$ cat config.mk
export PLATFORM = sky130hd
export DESIGN_NAME = app_stream_rx_flat
export DESIGN_NICKNAME = d
export VERILOG_FILES = /design/src/rtl/app_stream_pkg.sv /design/src/rtl/app_stream_rx_if.sv /design/src/rtl/app_stream_rx_out_reg_slice.sv /design/src/rtl/app_stream_rx.sv /design/src/flat_wrapper.sv
export SDC_FILE = /design/constraint.sdc
export NUM_CORES = 1
export LEC_CHECK = 0
export ABC_AREA = 1
export ABC_CLOCK_PERIOD_IN_PS = 19700
export CELL_PAD_IN_SITES_DETAIL_PLACEMENT = 0
export CELL_PAD_IN_SITES_GLOBAL_PLACEMENT = 1
export CORE_UTILIZATION = 48
export CTS_CLUSTER_DIAMETER = 120
export DETAILED_ROUTE_END_ITERATION = 10
export GPL_ROUTABILITY_DRIVEN = 0
export HOLD_SLACK_MARGIN = 0.1
export PLACE_DENSITY_LB_ADDON = 0.1
export SKIP_CTS_REPAIR_TIMING = 1
export SLEW_MARGIN = 20
export SYNTH_ARGS = -nofsm -noshare
export SYNTH_HDL_FRONTEND = slang
export SYNTH_SLANG_ARGS = --single-unit
$ cat constraint.sdc
create_clock -name clk_i -period 19.7 [get_ports clk_i]
set_input_delay 2.955 -clock clk_i [delete_from_list [all_inputs] [get_ports clk_i]]
set_output_delay 2.955 -clock clk_i [all_outputs]
set_load 0.005 [all_outputs]
$ cat src/rtl/app_stream_pkg.sv
// Shared types for the application-injection flit stream: field kinds and layout constants.
package app_stream_pkg;

  typedef enum logic [3:0] {
    K_DSIZE, K_TCNT, K_MAP, K_TAG, K_GRAPH,
    K_TXT, K_DATA, K_BSS, K_ENTRY, K_BIN
  } kind_t;

  localparam int unsigned TASK_TAG = 1;

  // Kinds that carry a meaningful task index on the output stream.
  function automatic logic is_task_kind(kind_t k);
    return k inside {K_MAP, K_TAG, K_TXT, K_DATA, K_BSS, K_ENTRY, K_BIN};
  endfunction

endpackage

$ cat src/rtl/app_stream_rx_if.sv
// Input tx/credit flit handshake plus the tagged ready/valid output stream.
interface app_stream_rx_if
  import app_stream_pkg::*;
#(
  parameter int FLIT_SIZE = 32,
  parameter int MAX_TASKS = 32
);
  localparam int TW = $clog2(MAX_TASKS);

  logic                 tx_i;
  logic                 credit_o;
  logic [FLIT_SIZE-1:0] data_i;
  logic                 out_valid_o;
  logic                 out_ready_i;
  logic [FLIT_SIZE-1:0] out_data_o;
  kind_t                out_kind_o;
  logic [TW-1:0]        out_task_o;
  logic                 out_last_o;

  modport slave (
    input  tx_i, data_i, out_ready_i,
    output credit_o, out_valid_o, out_data_o, out_kind_o, out_task_o, out_last_o
  );

  modport master (
    output tx_i, data_i, out_ready_i,
    input  credit_o, out_valid_o, out_data_o, out_kind_o, out_task_o, out_last_o
  );

endinterface

$ cat src/rtl/app_stream_rx_out_reg_slice.sv
// One-entry output register with valid/ready; credit frees up when the held entry retires.
module out_reg_slice #(
  parameter int W = 8
) (
  input  logic         clk_i,
  input  logic         rst_ni,
  input  logic         in_valid_i,
  input  logic [W-1:0] in_data_i,
  output logic         credit_o,
  output logic         out_valid_o,
  input  logic         out_ready_i,
  output logic [W-1:0] out_data_o
);
  logic         valid_q, valid_d;
  logic [W-1:0] data_q, data_d;
  logic         load;

  // rst_ni is active-high here; no credit is granted while it is asserted.
  assign credit_o = !rst_ni && (!valid_q || out_ready_i);
  assign load     = in_valid_i && credit_o;

  always_comb begin
    valid_d = valid_q;
    data_d  = data_q;
    if (load) begin
      valid_d = 1'b1;
      data_d  = in_data_i;
    end else if (out_ready_i) begin
      valid_d = 1'b0;
    end
  end

  always_ff @(posedge clk_i or posedge rst_ni) begin
    if (rst_ni) begin
      valid_q <= 1'b0;
      data_q  <= '0;
    end else begin
      valid_q <= valid_d;
      data_q  <= data_d;
    end
  end

  assign out_valid_o = valid_q;
  assign out_data_o  = data_q;

endmodule

$ cat src/rtl/app_stream_rx.sv
// Receiver for the application flit stream: parses the fixed layout and re-emits tagged flits.
module app_stream_rx
  import app_stream_pkg::*;
#(
  parameter int FLIT_SIZE = 32,
  parameter int MAX_TASKS = 32
) (
  input  logic            clk_i,
  input  logic            rst_ni,
  app_stream_rx_if.slave  bus,
  output logic            app_done_o,
  output logic            err_o,
  output logic [15:0]     app_cnt_o
);
  localparam int TW = $clog2(MAX_TASKS);
  localparam int PW = FLIT_SIZE + 4 + TW + 1;

  kind_t                state_q, state_d;
  logic [FLIT_SIZE-1:0] dsize_q, dsize_d, tcnt_q, tcnt_d, t_q, t_d, g_q, g_d;
  logic [FLIT_SIZE-1:0] words_q, words_d, b_q, b_d;
  logic [FLIT_SIZE:0]   bsum_q, bsum_d;
  logic                 err_q, err_d, done_q, done_d;
  logic [15:0]          app_cnt_q, app_cnt_d;

  logic                 acc, credit, app_end, task_end;
  logic [FLIT_SIZE-1:0] t_inc, g_inc, b_inc, words_new;
  logic [TW-1:0]        task_idx;
  logic [PW-1:0]        pl_in, pl_out;

  assign acc       = bus.tx_i && credit;
  assign t_inc     = t_q + 1'b1;
  assign g_inc     = g_q + 1'b1;
  assign b_inc     = b_q + 1'b1;
  assign words_new = FLIT_SIZE'(bsum_q >> 2);

  always_ff @(posedge clk_i or posedge rst_ni) begin
    if (rst_ni) begin
      state_q   <= K_DSIZE;
      dsize_q   <= '0;
      tcnt_q    <= '0;
      t_q       <= '0;
      g_q       <= '0;
      bsum_q    <= '0;
      words_q   <= '0;
      b_q       <= '0;
      err_q     <= 1'b0;
      done_q    <= 1'b0;
      app_cnt_q <= '0;
    end else begin
      state_q   <= state_d;
      dsize_q   <= dsize_d;
      tcnt_q    <= tcnt_d;
      t_q       <= t_d;
      g_q       <= g_d;
      bsum_q    <= bsum_d;
      words_q   <= words_d;
      b_q       <= b_d;
      err_q     <= err_d;
      done_q    <= done_d;
      app_cnt_q <= app_cnt_d;
    end
  end

  always_comb begin
    state_d  = state_q;
    dsize_d  = dsize_q;
    tcnt_d   = tcnt_q;
    t_d      = t_q;
    g_d      = g_q;
    bsum_d   = bsum_q;
    words_d  = words_q;
    b_d      = b_q;
    err_d    = err_q;
    app_end  = 1'b0;
    task_end = 1'b0;
    if (acc) begin
      unique case (state_q)
        K_DSIZE: begin
          dsize_d = bus.data_i;
          state_d = K_TCNT;
        end
        K_TCNT: begin
          tcnt_d = bus.data_i;
          t_d    = '0;
          if (bus.data_i > FLIT_SIZE'(MAX_TASKS)) err_d = 1'b1;
          if (bus.data_i != '0)      state_d = K_MAP;
          else if (dsize_q == '0)    app_end = 1'b1;
          else begin
            state_d = K_GRAPH;
            g_d     = '0;
          end
        end
        K_MAP: state_d = K_TAG;
        K_TAG: begin
          if (bus.data_i != FLIT_SIZE'(TASK_TAG)) err_d = 1'b1;
          t_d = t_inc;
          if (t_inc != tcnt_q) state_d = K_MAP;
          else if (dsize_q == '0) begin
            state_d = K_TXT;
            t_d     = '0;
          end else begin
            state_d = K_GRAPH;
            g_d     = '0;
          end
        end
        K_GRAPH: begin
          g_d = g_inc;
          if (g_inc == dsize_q) begin
            if (tcnt_q == '0) app_end = 1'b1;
            else begin
              state_d = K_TXT;
              t_d     = '0;
            end
          end
        end
        K_TXT: begin
          bsum_d  = {1'b0, bus.data_i};
          state_d = K_DATA;
        end
        K_DATA: begin
          bsum_d  = bsum_q + {1'b0, bus.data_i};
          state_d = K_BSS;
        end
        K_BSS: state_d = K_ENTRY;
        K_ENTRY: begin
          words_d = words_new;
          b_d     = '0;
          if (words_new == '0) task_end = 1'b1;
          else                 state_d  = K_BIN;
        end
        K_BIN: begin
          b_d = b_inc;
          if (b_inc == words_q) task_end = 1'b1;
        end
        default: state_d = K_DSIZE;
      endcase
    end
    if (task_end) begin
      if (t_inc == tcnt_q) app_end = 1'b1;
      else begin
        state_d = K_TXT;
        t_d     = t_inc;
      end
    end
    if (app_end) state_d = K_DSIZE;
  end

  // Oversized task counts keep parsing aligned but report the last legal index.
  always_comb begin
    task_idx  = (t_q >= FLIT_SIZE'(MAX_TASKS)) ? TW'(MAX_TASKS - 1) : t_q[TW-1:0];
    pl_in     = {bus.data_i, state_q, is_task_kind(state_q) ? task_idx : '0, app_end};
    done_d    = app_end;
    app_cnt_d = app_cnt_q + 16'(app_end);
  end

  out_reg_slice #(.W(PW)) u_out (
    .clk_i       (clk_i),
    .rst_ni      (rst_ni),
    .in_valid_i  (acc),
    .in_data_i   (pl_in),
    .credit_o    (credit),
    .out_valid_o (bus.out_valid_o),
    .out_ready_i (bus.out_ready_i),
    .out_data_o  (pl_out)
  );

  assign bus.credit_o   = credit;
  assign bus.out_data_o = pl_out[PW-1 -: FLIT_SIZE];
  assign bus.out_kind_o = kind_t'(pl_out[TW+1 +: 4]);
  assign bus.out_task_o = pl_out[1 +: TW];
  assign bus.out_last_o = pl_out[0];
  assign app_done_o     = done_q;
  assign err_o          = err_q;
  assign app_cnt_o      = app_cnt_q;

endmodule

$ cat src/flat_wrapper.sv
// flat-port wrapper written by rule: the top's interface ports become plain ports
module app_stream_rx_flat import app_stream_pkg::*;
#(
  parameter int FLIT_SIZE = 32,
  parameter int MAX_TASKS = 32
)
  (clk_i, rst_ni, app_done_o, err_o, app_cnt_o, bus_tx_i, bus_data_i, bus_out_ready_i, bus_credit_o, bus_out_valid_o, bus_out_data_o, bus_out_kind_o, bus_out_task_o, bus_out_last_o);
  app_stream_rx_if #(.FLIT_SIZE(FLIT_SIZE), .MAX_TASKS(MAX_TASKS)) bus_i ();
  input  logic clk_i;
  input  logic rst_ni;
  output logic app_done_o;
  output logic err_o;
  output logic [15:0] app_cnt_o;
  input wire logic [$bits(bus_i.tx_i)-1:0] bus_tx_i;
  input wire logic [$bits(bus_i.data_i)-1:0] bus_data_i;
  input wire logic [$bits(bus_i.out_ready_i)-1:0] bus_out_ready_i;
  output wire logic [$bits(bus_i.credit_o)-1:0] bus_credit_o;
  output wire logic [$bits(bus_i.out_valid_o)-1:0] bus_out_valid_o;
  output wire logic [$bits(bus_i.out_data_o)-1:0] bus_out_data_o;
  output wire logic [$bits(bus_i.out_kind_o)-1:0] bus_out_kind_o;
  output wire logic [$bits(bus_i.out_task_o)-1:0] bus_out_task_o;
  output wire logic [$bits(bus_i.out_last_o)-1:0] bus_out_last_o;
  assign bus_i.tx_i = bus_tx_i;
  assign bus_i.data_i = bus_data_i;
  assign bus_i.out_ready_i = bus_out_ready_i;
  assign bus_credit_o = bus_i.credit_o;
  assign bus_out_valid_o = bus_i.out_valid_o;
  assign bus_out_data_o = bus_i.out_data_o;
  assign bus_out_kind_o = bus_i.out_kind_o;
  assign bus_out_task_o = bus_i.out_task_o;
  assign bus_out_last_o = bus_i.out_last_o;
  app_stream_rx #(.FLIT_SIZE(FLIT_SIZE), .MAX_TASKS(MAX_TASKS)) u_core (.clk_i(clk_i), .rst_ni(rst_ni), .bus(bus_i), .app_done_o(app_done_o), .err_o(err_o), .app_cnt_o(app_cnt_o));
endmodule
-- Word level (Yosys, flattened, before mapping)
Cells that the tools add are included.
- bits in registers: 289
- logic and storage cells: 107
- order comparisons: 2
- mux-type cells: 45
- add/subtract/negate cells: 5
- equality and inequality tests: 18
- reduce and logical (&&, ||, !) cells: 24
- operator list (kind ; number):
    32-bit 2-to-1 mux ; 10
    32-bit one-hot mux with 3 select lines ; 2
    32-bit by 1-bit adder with 32-bit output (second input constant) ; 3
    32-bit logical NOT ; 3
    33-bit one-hot mux with 2 select lines ; 1
    32-bit equality test ; 2
    32-bit one-hot mux with 2 select lines ; 1
    4-bit 2-to-1 mux ; 10
    4-bit one-hot mux with 10 select lines ; 1
    33-bit by 32-bit adder with 33-bit output ; 1
    32-bit by 31-bit equality test with 1-bit output ; 1
    32-bit by 6-bit >= comparator with 1-bit output (second input constant) ; 1
    32-bit by 6-bit greater-than comparator with 1-bit output (second input constant) ; 1
    32-bit by 1-bit inequality test with 1-bit output (second input constant) ; 1
    32-bit inequality test ; 1
    32-bit nonzero test ; 1
    16-bit by 1-bit adder with 16-bit output ; 1
    4-bit by 3-bit equality test with 1-bit output (second input constant) ; 4
    1-bit 2-to-1 mux ; 15
    5-bit 2-to-1 mux ; 2
    2-bit AND reduction ; 5
    4-bit by 2-bit equality test with 1-bit output (second input constant) ; 2
    4-bit equality test (second input constant) ; 2
    4-bit AND reduction ; 2
    other kinds (11) ; 21

-- Logic depth before layout (Yosys ltp)
- word-level depth: 8
- gate-level depth with buffers: 26

-- By module
From an unflattened synthesis, not the netlist that was laid out.
- cell total of the unflattened synthesis: 3102
- area, all modules: 20344.5 µm²
- by module, submodules not included (module ; cells each ; times used ; seq. area each (µm²) ; area an instance (µm²)):
    app_stream_rx ; 2910 ; 1 ; 6155.9 ; 18550.3
    out_reg_slice ; 192 ; 1 ; 1076.0 ; 1794.2

-- Worst setup path after synthesis
Ideal clock, no wire load.
- path type: input to output
- from: input bus_out_ready_i
- to: output bus_credit_o
- arrival: 3.160 ns
- setup slack: 13.585 ns
- stages: 2
- buffers on the path: 0
- cell sequence: nor2_1 > nor2_1
- longest elaborated chain between the ends: 2
- RTL lines (what ; line ; text):
    from (decl) ; flat_wrapper.sv:16 ; input wire logic [$bits(bus_i.out_ready_i)-1:0] bus_out_ready_i;
    1-bit logical OR ; app_stream_rx_out_reg_slice.sv:19 ; assign credit_o = !rst_ni && (!valid_q || out_ready_i);
    1-bit logical AND ; app_stream_rx_out_reg_slice.sv:19 ;
    to (decl) ; flat_wrapper.sv:17 ; output wire logic [$bits(bus_i.credit_o)-1:0] bus_credit_o;
Every way passes these cells.

-- Final worst setup path
- from: input rst_ni
- to: output bus_credit_o
- longest elaborated chain between the ends: 2
- RTL lines (what ; line ; text):
    from (decl) ; flat_wrapper.sv:10 ; input logic rst_ni;
    1-bit logical NOT (no source line) ; -- ;
    1-bit logical AND ; app_stream_rx_out_reg_slice.sv:19 ;
Every way passes these cells.

==> results.txt <==
maximum VDD drop: 0.0000670 V
worst skew pair latency: 560 ps
final setup violation count: 0
drt drc: 0
Gate Count Post-Synth: 2928
synth-to-layout area growth: 13.2%
finished layout cell area: 22300 um^2
r2r endpoint: u_core.app_cnt_o[14]
CP Launch Type: input pin
proportion of synthesized chip area in sequential cells: 0.367
r2r worst-path depth: 25
synth cell count leaders: nand2_1 (1019), inv_1 (322), dfrtp_1 (289), nor2_1 (282), nand3_1 (243)
skew final: 15.3 ps
DRT iter0 DRCs: 1732
H-tree depth: 2
post-synthesis adder-cell area fraction: 0.0251
post-route clock period utilization: 0.361
RR Startpoint: u_core.b_q[0]
top cell type by total area after synthesis: dfrtp_1
detailed placement HPWL: 52600 um
flops & latches, synth: 289
asr flop ratio synth: 1.00
Root Driver: clkbuf_16
status: finished, final reports clean
Die Height: 205 um
GRT Residual Overflow: 0
area fraction in compound gates after synthesis: 0.108
Hold Path Stages: 1
RSZ-0062 raised after global routing: no
Cell Rows: 73
Post-synth EDFFs: 0
register area: 7230 um^2
XOR/XNOR share of the synthesized area: 0.0275
CP max stage delay: 540 ps
Mapped Nets: 3003
mux cell area share after synthesis: 0.00171
initial antenna violation count: 4
share of layout cells above drive strength 1: 0.0694
DR vias/cell: 5.63
footprint of the multi-input gates: 10900 um^2
highest-delay cell along the critical path: clkdlybuf4s50_1
WP buf/inv: 2
first-pass GRT wire length: 107000 um
remaining antenna violation count after routing: 0
worst hold margin: 466 ps
largest cells by area after synthesis: dfrtp_1 (37%), nand2_1 (19%), nand3_1 (6.2%), inv_1 (6.1%), nor2_1 (5.4%)
die area: 41900 um^2
max-capacitance violation count: 0
vias in the first global route: 18778
clock-pin slew on the worst setup and hold paths: 60 ps
Critical Path Most Common Cell: clkdlybuf4s50_1
Critical Path AT: 4160 ps
worst path cell trace: clkdlybuf4s50_1 > nor2_1 > clkdlybuf4s50_1
Tmin final: 7110 ps
Synth Flop Type: dfrtp_1
Crit. path cell count: 3
critical path type: input pin to primary output
Sink Count: 289
TritonCTS clock tree: yes
Hold Path Origin: u_core.err_o
R2R Setup Slk: 14890 ps
Layout Nets: 3077
largest family of logic cells by synthesized area: simple AND/OR/NAND/NOR gates
Final Hold Fails: 0
Mean Syn Cell Area: 6.74 um^2
Initial Util: 0.492
Fillers: 3965
Finished Layout Cells: 3553
pin count of the biggest net entering global routing: 165
largest buffer count on any clock path: 3
number of library cell types mapped by synthesis: 51
slew margin rel.: 0.273
Buffers on Ports: 97
wirelength, routed: 69700 um
setup ws final: 12590 ps
die width: 205 um
dpl cells: 3489
vias: 19992
Post-Synth Simple-Gate Area: 0.389
cell family with most CP delay: buffers and inverters
area of the core: 40100 um^2
synthesized area: 19700 um^2
Synth warnings: 0
Max Freq: 141 MHz
Power per Cell Area: 117 nW/um^2
io pins: 98
DRT Pass-1 Iters: 6
top-count cell post-synth: nand2_1
Worst Hold End: u_core.err_o
required time worst endpoint: 16750 ps
max-slew violation count: 0
leak pwr: 10.6 nW
CTS Buf Count: 36
DR WL/cell: 19.6 um
crit-path max FO: 3
CP Capture Type: primary output
GRT Overall Usage: 0.337
worst slew pin tran: 1080 ps
min-delay worst type: flip-flop to flip-flop
pre-CTS setup slack: 12340 ps
top cell type's share of synthesized area: 0.367
DP Area: 21200 um^2
setup TNS: 0 ps
[power by group]
part           internal (mW)  switching [mW]  leakage, nW
Clock                  0.405           0.282        0.570
Combinational          0.352           0.623         6.44
Sequential             0.768           0.192         3.59
[worst reg2reg max path: stages (launching register included)]
cell and delay, ps:
dfrtp_1 540, ha_1 290, nand2_1 110, nor2_4 190
nand2_2 160, inv_2 100, nand2_1 190, o21ai_1 180
nand2_1 120, nand2_1 100, nand2_1 50, nor2_1 80
nand3_1 90, nor2_1 100, nand3_1 100, nand2_2 140
inv_1 50, o21ai_0 410, ha_1 270, ha_1 230
nand4_1 160, nand3b_1 220, nor3_1 270, nand3_1 160
nor3_1 220, xor2_1 170
[metal layers]
metal,up-vias,track usage,part of all wire
met1,9364,0.462,0.43
met4,4,0.144,0.041
li1,9636,-,-
met5,-,0,0.00033
met3,147,0.0571,0.084
met2,841,0.522,0.44
[cell type report]
cell class              instances  area share
flip-flops and latches        289       0.324
multi-input cells            2233       0.489
clock buffers                  45      0.0437
diodes                          1    0.000112
inverters                     331      0.0561
well taps                     525      0.0294
clock inverters                18     0.00941
repair buffers                111      0.0487
[worst max-delay path by stage]
stage,startpoint,endpoint
5_1_grt,rst_ni,bus_credit_o
4_1_cts,rst_ni,bus_credit_o
6_report,rst_ni,bus_credit_o
3_5_place_dp,rst_ni,u_core.app_cnt_o[14]
2_1_floorplan,rst_ni,u_core.app_cnt_o[0]
3_3_place_gp,rst_ni,u_core.app_cnt_o[14]
[per-stage QoR]
stage          total power [mW]   util
4_1_cts                    2.61  0.557
3_3_place_gp               1.90  0.527
5_1_grt                    2.79  0.557
3_5_place_dp               1.91  0.527
6_report                   2.62  0.557
2_1_floorplan              1.59      -
[cells by family after synthesis]
kind of cell	Yosys count
AOI/OAI and AO/OA	377
and+or+nand+nor	1760
DFF	289
buffers and inverters	406
xor gates and xnor gates	54
adders and majority gates	39
muxes	3
[cells in the final DEF, fill, tap and decap left out, types with 33 or more instances in the layout]
cell,n
nand2_1,1019
inv_1,320
dfrtp_1,289
nor2_1,277
nand3_1,243
o21ai_0,194
clkdlybuf4s50_1,97
a21oi_1,80
nand4_1,52
ha_1,38
clkbuf_16,37
o21ai_2,34
xor2_1,33
[registers in the layout, indices dropped and copies added, names as in the netlist, 16 cells and up]
register                 count
u_core.g_q                  32
u_core.bsum_q               33
u_core.dsize_q              32
u_core.u_out.out_data_o     42
u_core.words_q              31
u_core.tcnt_q               32
u_core.app_cnt_o            16
u_core.t_q                  32
u_core.b_q                  32
(Power assumes the default switching activity.)
